[config.mk]
export PLATFORM = sky130hd
export DESIGN_NAME = alu_div_seq
export DESIGN_NICKNAME = d
export VERILOG_FILES = /design/src/rtl/alu_div_seq.sv
export SDC_FILE = /design/constraint.sdc
export NUM_CORES = 1
export LEC_CHECK = 0
export ABC_AREA = 1
export CAP_MARGIN = 20
export CORE_MARGIN = 3
export CORE_UTILIZATION = 25
export DETAILED_ROUTE_END_ITERATION = 8
export HOLD_SLACK_MARGIN = 0.05
export PLACE_DENSITY_LB_ADDON = 0.25
export RECOVER_POWER = 100
export SYNTH_ARGS = -nofsm -noshare
export SYNTH_HDL_FRONTEND = slang
export SYNTH_SLANG_ARGS = --single-unit
[constraint.sdc]
create_clock -name clk -period 3.8 [get_ports clk]
set_clock_uncertainty 0.1 [all_clocks]
set_input_delay 0.76 -clock clk [delete_from_list [all_inputs] [get_ports clk]]
set_output_delay 0.76 -clock clk [all_outputs]
set_load 0.05 [all_outputs]
[src/rtl/alu_div_seq.sv]
// alu_div_seq: multi-cycle restoring divide/remainder sequencer driving a shared add/sub ALU
module alu_div_seq #(
    parameter int         XLEN    = 32,
    parameter logic [2:0] CTL_ADD = 3'b000,
    parameter logic [2:0] CTL_SUB = 3'b001
) (
    input  logic            clk,
    input  logic            rstn,
    input  logic            req_valid,
    output logic            req_ready,
    input  logic            req_signed,
    input  logic            req_rem,
    input  logic [XLEN-1:0] req_dividend,
    input  logic [XLEN-1:0] req_divisor,
    output logic            resp_valid,
    input  logic            resp_ready,
    output logic [XLEN-1:0] resp_data,
    output logic [2:0]      alu_ctl,
    output logic [XLEN-1:0] alu_src_a,
    output logic [XLEN-1:0] alu_src_b,
    input  logic [XLEN-1:0] alu_result
);
    localparam int CW = $clog2(XLEN);
    localparam logic [XLEN-1:0] MIN = {1'b1, {(XLEN-1){1'b0}}};

    typedef enum logic [2:0] {IDLE, SPECIAL, NEG_A, NEG_B, ITER, FIX, DONE} state_t;

    state_t          state, nxt;
    logic            sgn, rem, take, fneg, spec;
    logic [XLEN-1:0] a, b, q, r, d, res, rp, fv;
    logic [CW-1:0]   cnt;

    assign req_ready  = state == IDLE;
    assign resp_valid = state == DONE;
    assign resp_data  = res;

    always_comb begin
        rp   = {r[XLEN-2:0], q[XLEN-1]};
        // r[XLEN-1] is the bit shifted out of R', so R' really exceeds D
        take = r[XLEN-1] | (rp >= d);
        fv   = rem ? r : q;
        fneg = sgn & (rem ? a[XLEN-1] : a[XLEN-1] ^ b[XLEN-1]);
        spec = (req_divisor == '0) | (req_signed & (req_dividend == MIN) & (req_divisor == '1));
        nxt       = state;
        alu_ctl   = CTL_ADD;
        alu_src_a = '0;
        alu_src_b = '0;
        case (state)
            IDLE:    nxt = req_valid ? (spec ? SPECIAL : NEG_A) : IDLE;
            SPECIAL: nxt = DONE;
            NEG_A: begin
                alu_ctl   = CTL_SUB;
                alu_src_b = a;
                nxt       = NEG_B;
            end
            NEG_B: begin
                alu_ctl   = CTL_SUB;
                alu_src_b = b;
                nxt       = ITER;
            end
            ITER: begin
                alu_ctl   = CTL_SUB;
                alu_src_a = rp;
                alu_src_b = d;
                nxt       = (cnt == '0) ? FIX : ITER;
            end
            FIX: begin
                alu_ctl   = fneg ? CTL_SUB : CTL_ADD;
                alu_src_b = fneg ? fv : '0;
                nxt       = DONE;
            end
            DONE:    nxt = resp_ready ? IDLE : DONE;
            default: nxt = IDLE;
        endcase
    end

    always_ff @(posedge clk or negedge rstn) begin
        if (!rstn) state <= IDLE;
        else       state <= nxt;
    end

    always_ff @(posedge clk or negedge rstn) begin
        if (!rstn) begin
            sgn <= 1'b0;
            rem <= 1'b0;
            a   <= '0;
            b   <= '0;
            q   <= '0;
            r   <= '0;
            d   <= '0;
            res <= '0;
            cnt <= '0;
        end else begin
            case (state)
                IDLE: if (req_valid) begin
                    sgn <= req_signed;
                    rem <= req_rem;
                    a   <= req_dividend;
                    b   <= req_divisor;
                end
                SPECIAL: res <= (b == '0) ? (rem ? a : '1) : (rem ? '0 : MIN);
                NEG_A: begin
                    q <= (sgn & a[XLEN-1]) ? alu_result : a;
                    r <= '0;
                end
                NEG_B: begin
                    d   <= (sgn & b[XLEN-1]) ? alu_result : b;
                    cnt <= CW'(XLEN-1);
                end
                ITER: begin
                    r   <= take ? alu_result : rp;
                    q   <= {q[XLEN-2:0], take};
                    cnt <= cnt - 1'b1;
                end
                FIX:     res <= fneg ? alu_result : fv;
                default: ;
            endcase
        end
    end
endmodule
=== Yosys cells after proc, flatten, opt, wreduce, memory -nomap -nowiden ===
Cells that the tools add are included.

* Register bits: 202
* Word-level logic and storage cells: 61
* Input port bits: 102

* Eq/ne operators: 8
* $lt $le $gt $ge: 1
* Multiplexer cells: 23
* Bitwise logic cells: 8
* Add/subtract/negate cells: 1
* Reduce and logical (&&, ||, !) cells: 10

{| class="wikitable"
|+ Operators by type and width
! operator !! number
|-
| $mux W32 || 10
|-
| $pmux W32 S2 || 3
|-
| $pmux W32 S4 || 1
|-
| $eq A32 B32 Y1 const B || 2
|-
| $logic_not A32 Y1 || 2
|-
| $ge A32 B32 Y1 || 1
|-
| $pmux W3 S6 || 1
|-
| $pmux W5 S2 || 1
|-
| $eq A3 B3 Y1 const B || 3
|-
| $eq A3 B2 Y1 const B || 2
|-
| $reduce_bool A2 Y1 || 3
|-
| $and A1 B1 Y1 || 5
|-
| $logic_not A5 Y1 || 1
|-
| $sub A5 B1 Y5 const B || 1
|-
| $mux W2 || 2
|-
| $eq A3 B1 Y1 const B || 1
|-
| $logic_not A3 Y1 || 1
|-
| $mux W1 || 3
|-
| $mux W3 || 1
|-
| $reduce_or A3 Y1 || 1
|-
| $or A1 B1 Y1 || 2
|-
| $pmux W1 S2 || 1
|-
| $reduce_and A2 Y1 || 1
|-
| $reduce_or A2 Y1 || 1
|-
| $xor A1 B1 Y1 || 1
|}

=== Longest topological paths before layout ===
* Word-level depth: 7
* Depth in mapped cells: 18
* Gate-level depth less buffers: 17

=== Worst setup path after synthesis ===
OpenSTA, ideal clock, no wires.

* Path kind: register to output
* Start point: reg state[0]
* End point: out alu_src_b[10]
* Buffers on the path: 1
* Arrival time: 1.979 ns
* Path slack: 0.961 ns
* Required time: 2.940 ns
* Stages on the path, launching flop included: 10
* Cells stage by stage: dfrtp_1 inv_2 nor2_4 inv_2 nor2_4 inv_4 nor2_2 inv_2 buf_2 o2111ai_1

* Longest elaborated chain between the ends: 2

{| class="wikitable"
|+ Ends and longest elaborated chain
! what !! line !! source
|-
| from (decl) || 28 || <nowiki>state_t state, nxt;</nowiki>
|-
| from (signal assigned) || 79 || <nowiki>else state <= nxt;</nowiki>
|-
| $eq A3 B3 Y1 / $eq A3 B2 Y1 (equally long branches) || 48 || <nowiki>case (state)</nowiki>
|-
| $pmux W32 S4 * || 48 ||
|-
| to (decl) || 20 || <nowiki>output logic [XLEN-1:0] alu_src_b,</nowiki>
|}

Every way passes the cells marked *; elsewhere a longest branch is shown, timed or not.

=== Worst setup path after layout ===
* Start point: reg state[0]
* End point: out alu_src_b[8]

Same word-level chain as after synthesis.

==> impl_metrics.json <==
{
  "clkTransAtPathRegs_ns": 0.06,
  "drc_errors": 0,
  "synth.area.top_cells": "dfrtp_1 (42%), nand2_1 (18%), o21ai_0 (9.7%), inv_1 (7.4%), a21oi_1 (3.8%)",
  "post_dp_cell_area_sq_um": 15300,
  "core_area_sq_um": 47100,
  "die_area_sq_um": 51000,
  "slew_viol_final": 299,
  "post-route-util": 0.330,
  "cts.root.buffer_cell": "clkbuf_16",
  "finalSetupTns_ns": 0,
  "cts_buffers": 25,
  "start_util": 0.256,
  "antenna_found_initial": 2,
  "n_fill_cell": 5062,
  "routabilityCongestion": 0.879,
  "layout-drive-gt1-share": 0.0571,
  "grt_pass1_vias": 11900,
  "synth_area_sq_um": 12100,
  "overflow": 0,
  "dp_hpwl_mm": 36.1,
  "cts_setup_buffers": 0,
  "maxSlewHeadroom": -0.766,
  "die_h_um": 226,
  "die_w_um": 226,
  "antenna_cells": 0,
  "clkLatencyLatePin_ns": 0.53,
  "rows": 79,
  "cap_violations": 5,
  "vias_per_cell": 4.87,
  "worst_slack_ns": 0.138,
  "synth_common_cells": "nand2_1 (567), inv_1 (238), o21ai_0 (235), dfrtp_1 (202), a21oi_1 (92)",
  "syn_inst": 1741,
  "dp.cells": 2472,
  "synthArstFlopShare": 1.00,
  "cts_max_path_buffers": 3,
  "antenna_left": 0,
  "area_growth_pct": 28.8,
  "grt_use_total": 0.192,
  "place_ws_ns": 0.813,
  "max_freq_ghz": 0.273,
  "synth_cell_type_count": 32,
  "ioPinCount": 203,
  "synth-edff-count": 0,
  "cts_tree": "yes",
  "yosysTopAreaCell": "dfrtp_1",
  "nets": 2027,
  "yosysTopAreaCellShare": 0.418,
  "grt_pass1_wl_mm": 75.1,
  "drt-initial-drc-count": 1215,
  "ys_seq_elements": 202,
  "worstMarginPinSlew_ns": 2.65,
  "yosysMostFrequentCell": "nand2_1",
  "irDropWorstVdd_v": 0.000357,
  "cp_max_fo": 59,
  "critPathKind": "reg -> out",
  "end_kind": "primary output",
  "avgSynthCellArea_sq_um": 6.95,
  "cts.repair.resized": 0,
  "final_cell_area_sq_um": 15600,
  "period_share": 0.964,
  "p_leak_nw": 8.15,
  "final-setup-viol-count": 0,
  "cts_sinks": 202,
  "grt_max_degree": 72,
  "io_buffer_count": 200,
  "arrival_ns": 2.80,
  "hold_viol": 0,
  "status": "complete, but fails checks",
  "start_kind": "flip-flop",
  "avgRoutedWirePerCell_um": 19.8,
  "ys_warn_count": 0,
  "final_cells": 2517,
  "postCtsHoldBufs": 0,
  "finalWirelength_mm": 49.8,
  "finalCriticalPeriod_ns": 3.66,
  "rsz0062_at_grt": "false",
  "ys.flop_type": "dfrtp_1",
  "synth-seq-area-share": 0.418,
  "vias": 12300,
  "worst_hold_path_type": "reg -> reg",
  "power.density_nw_per_um2": 867,
  "htreeDepth": 1,
  "worstPathRequired_ns": 2.94,
  "violations": "max-capacitance violations, max-slew violations",
  "dr.pass1.iters": 5
}
[path summary, 6_finish.rpt]
kind	cells past startpoint	end	slack, ns	start
max	7	alu_src_b[8]	0.14	state[0]
min	2	resp_data[18]	0.37	resp_data[18]
max reg2reg	9	q[0]	0.35	state[2]
min reg2reg	2	resp_data[18]	0.37	resp_data[18]
max in group asynchronous	2	resp_data[26]	1.02	rstn
min in group asynchronous	1	resp_data[11]	0.57	rstn
[flip-flops by register name, indices dropped and copies added, names as in the netlist]
register	flops
a	32
sgn	1
b	32
d	32
q	32
state	3
rem	1
r	32
resp_data	32
cnt	5
[cells by family (layout without fill, tap and decap cells)]
logic type,after synthesis,in the layout,synth area share
AO/OA/AOI/OAI,440,440,0.195
adder cells (fa/ha/maj),33,33,0.0341
buffers and inverters,348,516,0.114
flip-flops,202,202,0.418
other,1,2,0.000310
AND/OR/NAND/NOR,717,717,0.238
[power breakdown]
part | total [mW] | internal [mW] | switching [mW] | leakage (nW)
combinational | 7.00 | 2.08 | 4.91 | 5.15
clock | 2.55 | 1.54 | 1.01 | 0.418
sequential | 3.95 | 3.03 | 0.922 | 2.58
[critical path, cell delays in order, from the launching register on]
cell and delay [ns]:
dfrtp_1 0.42, nor2_1 0.12, inv_1 0.07, nor2_1 0.13
clkinv_1 0.08, clkbuf_4 0.50, o221ai_1 0.45, dlymetal6s2s_1 0.47
[routing by layer]
layer	wire [um]	track usage	vias to the layer above
li1	-	-	5907
met1	24100	0.288	5782
met2	20400	0.274	496
met3	4250	0.0429	64
met4	1110	0.0506	4
met5	27	0	-
[stage by stage]
step	hold slack (ns)	power [mW]
after floorplan	0.353	8.25
after global placement	0.365	11.5
after detailed placement	0.364	11.6
after CTS	0.126	14.2
after global routing	0.398	14.4
final	0.371	13.5
[cells in the final DEF (no fill, tap or decap), drive strengths merged]
cell type,count
or3,1
dfrtp,202
o22ai,11
inv,246
nand4,32
clkbuf,58
clkinv,6
o2111ai,10
o21ai,291
a21oi,92
conb,2
nor2,70
clkinvlp,2
dlygate4sd3,34
nor4,4
clkdlybuf4s50,100
bufinv,4
dlymetal6s2s,36
o221ai,14
nand2,570
a21o,2
o21a,1
nor3,8
ha,33
buf,26
nand3,32
o211ai,7
a22oi,12
clkdlybuf4s15,4
[area by class of cell]
class	instances	area, sq um	area share
Timing Repair Buffer	225	2310	0.148
Inverter	246	926	0.0595
Sequential cell	202	5060	0.325
Multi-Input combinational cell	1192	5660	0.364
Clock inverter	12	171	0.0110
Tap cell	607	759	0.0488
Clock buffer	33	686	0.0440
(Power assumes the default switching activity.)
